$ cat config.mk
export PLATFORM = sky130hd
export DESIGN_NAME = coffee_dispense_sequencer
export DESIGN_NICKNAME = d
export VERILOG_FILES = /design/src/rtl/coffee_pkg.sv /design/src/rtl/coffee_recipe_rom.sv /design/src/rtl/coffee_dispense_sequencer.sv
export SDC_FILE = /design/constraint.sdc
export NUM_CORES = 1
export LEC_CHECK = 0
export ABC_AREA = 1
export CORE_MARGIN = 3
export CORE_UTILIZATION = 33
export DETAILED_ROUTE_END_ITERATION = 6
export SYNTH_ARGS = -nofsm -noshare
export SYNTH_HDL_FRONTEND = slang
export SYNTH_SLANG_ARGS = --single-unit
$ cat constraint.sdc
create_clock -name clock -period 1.8 [get_ports clock]
set_input_delay 0.36 -clock clock [delete_from_list [all_inputs] [get_ports clock]]
set_output_delay 0.36 -clock clock [all_outputs]
set_load 0.05 [all_outputs]
$ cat src/rtl/coffee_pkg.sv
// Shared types for the coffee machine: drink codes, sequencer states and recipe masks.
package coffee_pkg;

  typedef enum logic [2:0] {
    CoffeeEspresso   = 3'b001,
    CoffeeAmericano  = 3'b010,
    CoffeeCappuccino = 3'b011,
    CoffeeMocha      = 3'b100
  } coffee_type_e;

  typedef enum logic [2:0] {
    StIdle,
    StWater,
    StCoffee,
    StMilk,
    StChoco,
    StSugar,
    StDone,
    StErr
  } seq_state_e;

  typedef struct packed {
    logic water;
    logic long_water;
    logic coffee;
    logic milk;
    logic choco;
  } recipe_t;

endpackage

$ cat src/rtl/coffee_recipe_rom.sv
// Combinational drink-code decoder: maps a coffee_type code to its phase mask.
module coffee_recipe_rom
  import coffee_pkg::*;
(
  input  logic [2:0] coffee_type_i,
  output recipe_t    recipe_o,
  output logic       valid_o
);

  always_comb begin
    recipe_o = '0;
    valid_o  = 1'b1;
    case (coffee_type_i)
      CoffeeEspresso:   recipe_o = '{water: 1'b1, long_water: 1'b0, coffee: 1'b1,
                                     milk: 1'b0, choco: 1'b0};
      CoffeeAmericano:  recipe_o = '{water: 1'b1, long_water: 1'b1, coffee: 1'b1,
                                     milk: 1'b0, choco: 1'b0};
      CoffeeCappuccino: recipe_o = '{water: 1'b1, long_water: 1'b0, coffee: 1'b1,
                                     milk: 1'b1, choco: 1'b0};
      CoffeeMocha:      recipe_o = '{water: 1'b1, long_water: 1'b0, coffee: 1'b1,
                                     milk: 1'b1, choco: 1'b1};
      default:          valid_o  = 1'b0;
    endcase
  end

endmodule

$ cat src/rtl/coffee_dispense_sequencer.sv
// Brew sequencer: latches a recipe on start and runs the enabled valve phases in fixed order.
module coffee_dispense_sequencer
  import coffee_pkg::*;
#(
  parameter int unsigned CNT_W        = 8,
  parameter int unsigned T_WATER      = 8,
  parameter int unsigned T_WATER_LONG = 16,
  parameter int unsigned T_COFFEE     = 4,
  parameter int unsigned T_MILK       = 6,
  parameter int unsigned T_CHOCO      = 4,
  parameter int unsigned T_SUGAR      = 2
) (
  input  logic       clock,
  input  logic       reset,
  input  logic       start,
  input  logic [2:0] coffee_type,
  input  logic       sugar_req,
  output logic       water,
  output logic       coffee,
  output logic       milk,
  output logic       chocolate,
  output logic       sugar,
  output logic       busy,
  output logic       finished,
  output logic       error
);

  seq_state_e       state_q, state_d;
  logic [CNT_W-1:0] cnt_q, cnt_d;
  recipe_t          recipe_q, recipe_d;
  logic             sugar_q, sugar_d;

  recipe_t          rom_recipe;
  logic             rom_valid;
  logic [CNT_W-1:0] phase_len;

  coffee_recipe_rom u_rom (
    .coffee_type_i (coffee_type),
    .recipe_o      (rom_recipe),
    .valid_o       (rom_valid)
  );

  // First enabled phase strictly after cur; StIdle means "before water".
  function automatic seq_state_e next_phase(seq_state_e cur, recipe_t r, logic s);
    seq_state_e nxt;
    nxt = StDone;
    if (cur != StSugar && s) nxt = StSugar;
    if (cur inside {StIdle, StWater, StCoffee, StMilk} && r.choco) nxt = StChoco;
    if (cur inside {StIdle, StWater, StCoffee} && r.milk) nxt = StMilk;
    if (cur inside {StIdle, StWater} && r.coffee) nxt = StCoffee;
    if (cur == StIdle && r.water) nxt = StWater;
    return nxt;
  endfunction

  always_comb begin
    phase_len = CNT_W'(1);
    case (state_q)
      StWater:  phase_len = recipe_q.long_water ? CNT_W'(T_WATER_LONG) : CNT_W'(T_WATER);
      StCoffee: phase_len = CNT_W'(T_COFFEE);
      StMilk:   phase_len = CNT_W'(T_MILK);
      StChoco:  phase_len = CNT_W'(T_CHOCO);
      StSugar:  phase_len = CNT_W'(T_SUGAR);
      default:  phase_len = CNT_W'(1);
    endcase
  end

  always_comb begin
    state_d  = state_q;
    cnt_d    = cnt_q;
    recipe_d = recipe_q;
    sugar_d  = sugar_q;
    unique case (state_q)
      StIdle: begin
        if (start) begin
          if (rom_valid) begin
            recipe_d = rom_recipe;
            sugar_d  = sugar_req;
            state_d  = next_phase(StIdle, rom_recipe, sugar_req);
            cnt_d    = '0;
          end else begin
            state_d = StErr;
          end
        end
      end
      StWater, StCoffee, StMilk, StChoco, StSugar: begin
        if (cnt_q == phase_len - CNT_W'(1)) begin
          cnt_d   = '0;
          state_d = next_phase(state_q, recipe_q, sugar_q);
        end else begin
          cnt_d = cnt_q + CNT_W'(1);
        end
      end
      StDone, StErr: state_d = StIdle;
      default:       state_d = StIdle;
    endcase
  end

  always_ff @(posedge clock or posedge reset) begin
    if (reset) begin
      state_q  <= StIdle;
      cnt_q    <= '0;
      recipe_q <= '0;
      sugar_q  <= 1'b0;
    end else begin
      state_q  <= state_d;
      cnt_q    <= cnt_d;
      recipe_q <= recipe_d;
      sugar_q  <= sugar_d;
    end
  end

  assign water     = (state_q == StWater);
  assign coffee    = (state_q == StCoffee);
  assign milk      = (state_q == StMilk);
  assign chocolate = (state_q == StChoco);
  assign sugar     = (state_q == StSugar);
  assign busy      = (state_q != StIdle);
  assign finished  = (state_q == StDone);
  assign error     = (state_q == StErr);

endmodule

==> Yosys cells after proc, flatten, opt, wreduce, memory -nomap -nowiden <==
Cells that the tools add are included.
{ "word_totals": {"regBits": 17} }
{ "op_classes": {"addsub": 2, "n_mux": 22, "n_reduce_logical": 18, "n_eq_ne": 16} }
{ "ops": {"columns": ["operator", "n"], "rows": [
  ["5-bit one-hot mux with 4 select lines", 2],
  ["3-bit two-way mux", 11],
  ["8-bit two-way mux", 3],
  ["8-bit one-hot mux with 2 select lines", 1],
  ["3-bit equality test, second input constant", 5],
  ["3-bit by 2-bit equality test with 1-bit output, second input constant", 4],
  ["3-bit one-hot mux with 3 select lines", 1],
  ["8-bit by 1-bit adder with 8-bit output, second input constant", 1],
  ["8-bit equality test", 1],
  ["3-bit by 1-bit equality test with 1-bit output, second input constant", 2],
  ["2-bit inequality test, second input constant", 3],
  ["3-bit AND reduction", 2],
  ["3-bit nonzero test", 2],
  ["5-bit by 1-bit subtractor with 6-bit output, second input constant", 1],
  ["1-bit logical AND", 5],
  ["5-bit two-way mux", 1],
  ["5-bit OR reduction", 1],
  ["2-bit two-way mux", 2],
  ["2-bit nonzero test", 2],
  ["4-bit nonzero test", 1],
  ["2-bit OR reduction", 2],
  ["4-bit OR reduction", 1],
  ["3-bit zero test", 1],
  ["3-bit inequality test, second input constant", 1],
  ["2 further kinds", 2]
]} }

==> Longest topological paths before layout <==
{ "logic_depth": {"word_depth": 9, "ltp_mapped": 13, "ltp_nobuf": 12} }

==> Hierarchy <==
A second synthesis with hierarchy kept.
{ "unflattened": {"hier_cells": 164, "hier_area_um2": 1137.3} }
{ "by_module_without_submodules": {"columns": ["mod", "seq_area_each_um2", "instances", "area_each_um2", "cells_each"], "rows": [
  ["coffee_dispense_sequencer", 400.4, 1, 1069.8, 149],
  ["coffee_recipe_rom", 0.0, 1, 67.6, 15]
]} }

==> Least setup slack after synthesis <==
OpenSTA, ideal clock, no wires.
{ "synth_timing": {"kind": "flip-flop to output port", "from": "register state_q[2]", "to": "output port chocolate", "required_ns": 1.440, "stages_incl_launch_ff": 5, "path_buffers": 2, "arrival_time_ns": 1.656, "path_slack_ns": -0.216, "cell_sequence": "dfrtp_1 -> buf_6 -> inv_6 -> buf_12 -> nor3_1"} }
{ "synth_between": {"elab_chain_cells": 1} }
{ "synth_lines": {"columns": ["element", "line_no", "rtl"], "rows": [
  ["from (decl)", "coffee_dispense_sequencer.sv:28", "seq_state_e state_q, state_d;"],
  ["from (signal assigned)", "coffee_dispense_sequencer.sv:100", "state_q <= StIdle;"],
  ["from (signal assigned)", "coffee_dispense_sequencer.sv:105", "state_q <= state_d;"],
  ["3-bit equality test", "coffee_dispense_sequencer.sv:115", "assign chocolate = (state_q == StChoco);"],
  ["to (decl)", "coffee_dispense_sequencer.sv:21", "output logic chocolate,"]
]} }
No other way between the ends.

==> Worst setup path after layout <==
{ "layout_timing": {"from": "register state_q[2]", "to": "output port finished"} }
{ "layout_between": {"elab_chain_cells": 1} }
{ "layout_lines": {"columns": ["element", "line_no", "rtl"], "rows": [
  ["3-bit equality test", "coffee_dispense_sequencer.sv:118", "assign finished = (state_q == StDone);"],
  ["to (decl)", "coffee_dispense_sequencer.sv:24", "output logic finished,"]
]} }
No other way between the ends.

==> impl_metrics.ini <==
[run_status]
status = finished clean

[timing]
slew_violations = 0
max_freq_mhz = 587
slew_headroom_pct = 77.0
worstMarginPinSlew_ns = 0.346
rsz0062_at_grt = false
setup_slack_ns = 0.0967
finalSetupViolCount = 0
finClkSkew_ns = 0.00321
hold_viol = 0
period_share_pct = 94.6
fin_tns_setup_ns = 0
finalCriticalPeriod_ns = 1.70

[detailed_routing]
drt_wl_total_um = 2270
vias_per_cell = 4.69
num_vias = 970
first_pass_iters = 4
detail-route-antenna-nets = 0
drc_errors = 0
drtIter0Drc = 17
wire_per_inst_um = 10.9

[final_layout]
num-nets-final = 172
seq_area_um2 = 403
final_cell_mix = nand2_1 (33), nand3_1 (16), dfrtp_1 (14), inv_1 (12), nor2_1 (11)
multi_input_area_um2 = 641
layout_commonest_cell = nand2_1
fillers = 331
num_antenna_cells = 0
drive_gt1_share_pct = 27.6
area_growth_pct = 25.6

[clock_network]
clk_pin_slew_ns = 0.10
cts_hold_buf = 0
h-tree-depth = 1
cts_root_buf = clkbuf_4
tritoncts = yes
postCtsSetupBuffers = 0
cts_buffers = 3
cts_buffer_depth = 2
clock_sinks = 16
clk_latency_ns = 0.28

[critical_path]
critPathSlowestCell = dfrtp_1
arrival_ns = 1.34
crit_path_max_fanout = 11
crit_buf_inv = 2
cp.required_ns = 1.44
path_delay_family = flip-flops
worst-setup-path-type = register to output pin
max_stage_delay_ns = 0.56
crit_path_end_kind = output pin
path_cells = inv_6, nor2_1, buf_12
critPathLaunchType = register

[floorplan]
rows = 20
io_pins = 15
die_w_um = 65.2
core_area_um2 = 3200
die_h_um = 65.2
fp.dieArea_um2 = 4250
start_util_pct = 36.1

[power_and_ir_drop]
seqPwrFrac_pct = 25.3
p_switching_mw = 1.48
p_clk_share_pct = 8.3
vdd_drop_max_mv = 0.903
swShare_pct = 51.6
comb_power_share_pct = 66.4
power_leakage_nw = 0.668
powerDensity_nw_per_um2 = 1980
finalPower_mw = 2.87
p_int_mw = 1.39

[global_route]
grt.total_usage_pct = 12.1
grt_pass1_wl_um = 4040
antenna_found_initial = 0
grt_pass1_vias = 911
grt_max_degree = 17
gr-total-overflow = 0

[place]
port_buffers = 14
dp_slack_ns = -0.0853
detailed_place_hpwl_um = 1800
gp_congestion = 0.810

[flow_run]
maxCapViolCount = 0

[synth]
avgSynthCellArea_um2 = 7.96
mappedNetlistNets = 153
ys_seq_area_share_pct = 34.7
yosys_register_bits = 16
synth_cell_types = 30
synth_area_um2 = 1150
yosys_warnings = 0
syn-instance-count = 145

[hold_path]
hp-class = primary input to asynchronous set/reset pin
## layout make-up
type,instances,share of cell area [%]
Sequential cell,16,27.8
Timing Repair Buffer,18,17.3
Inverter,16,4.49
Multi-Input combinational cell,109,44.2
Clock buffer,4,2.50
Tap cell,44,3.80
## per-stage QoR
step | instances | area [µm²] | hold slack, ns | utilization [%]
final | 207 | 1450 | 0.371 | 45.3
after global routing | 207 | 1450 | 0.388 | 45.3
after CTS | 207 | 1450 | 0.375 | 45.3
after detailed placement | 203 | 1410 | 0.462 | 44.1
after global placement | 203 | 1410 | 0.461 | 44.1
after floorplan | 145 | 1160 | 0.274 | -
## cells by family after synthesis
group,synth area share (%)
AND/OR/NAND/NOR,41.1
buffers and inverters,10.3
flip-flops,34.7
AO/OA/AOI/OAI,8.13
XOR/XNOR,3.79
multiplexers,0.975
adder cells (fa/ha/maj),1.08
## cells in the mapped netlist, drive strengths merged
| library cell | count | area (µm²) |
|---|---|---|
| nand2 | 42 | 205 |
| nand3 | 21 | 138 |
| dfrtp | 16 | 400 |
| inv | 16 | 65.1 |
| nor2 | 15 | 76.3 |
| o21ai | 9 | 48.8 |
| xor2 | 5 | 43.8 |
| buf | 4 | 53.8 |
| nor3 | 3 | 15.0 |
| a21oi | 2 | 10.0 |
| nand3b | 2 | 15.0 |
| nor4 | 2 | 12.5 |
| o22ai | 2 | 18.8 |
| or2 | 2 | 12.5 |
| ha | 1 | 12.5 |
| mux2 | 1 | 11.3 |
| o21a | 1 | 7.51 |
| o32ai | 1 | 8.76 |
## state kept, by name, summed over array words and instances (netlist names)
| signal | cells |
|---|---|
| sugar_q | 1 |
| recipe_q | 4 |
| state_q | 3 |
| cnt_q | 8 |
## path summary, 6_finish.rpt
kind,end,depth (start not counted),slack (ns),start
setup / recovery,finished,3,0.1,state_q[2]
hold / removal,recipe_q[1],3,0.37,reset
setup reg to reg,state_q[2],11,0.20,state_q[2]
max in group asynchronous,state_q[0],3,1.23,reset
min in group clock,recipe_q[4],1,0.48,recipe_q[4]
hold reg to reg,recipe_q[4],1,0.48,recipe_q[4]
## per-layer routing
layer	track usage [%]	routed length, µm	part of all wire (%)	vias up
met5	0	0	0	-
met4	3.89	15	0.66	0
met3	1.54	57	2.5	2
met2	20.2	1130	50	11
met1	16.1	1060	47	449
li1	-	-	-	508
## worst register-to-register path: stages (launching register included)
cell and delay (ns):
dfrtp_1 0.56, inv_6 0.12, o21ai_2 0.12, nand2_4 0.14
nand2_1 0.09, nand2_1 0.06, nand2_2 0.07, nand3_4 0.10
nand2_4 0.10, nand2_4 0.05, nand2_1 0.05, nand2_1 0.05
## power groups by stage
stage          clock network [mW]  logic, mW  registers (mW)
6_report                    0.239       1.91           0.727
5_1_grt                     0.263       2.11           0.756
4_1_cts                     0.245       1.92           0.725
3_5_place_dp                    0       1.92           0.729
3_3_place_gp                    0       1.89           0.728
2_1_floorplan                   0       1.58           0.592
## what timing repair did
action / in CTS / in global routing
endpoints found under the hold margin: 0 / 0
gates resized for setup: 2 / 0
setup endpoints to repair: 2 / 0
(Power assumes the default switching activity.)
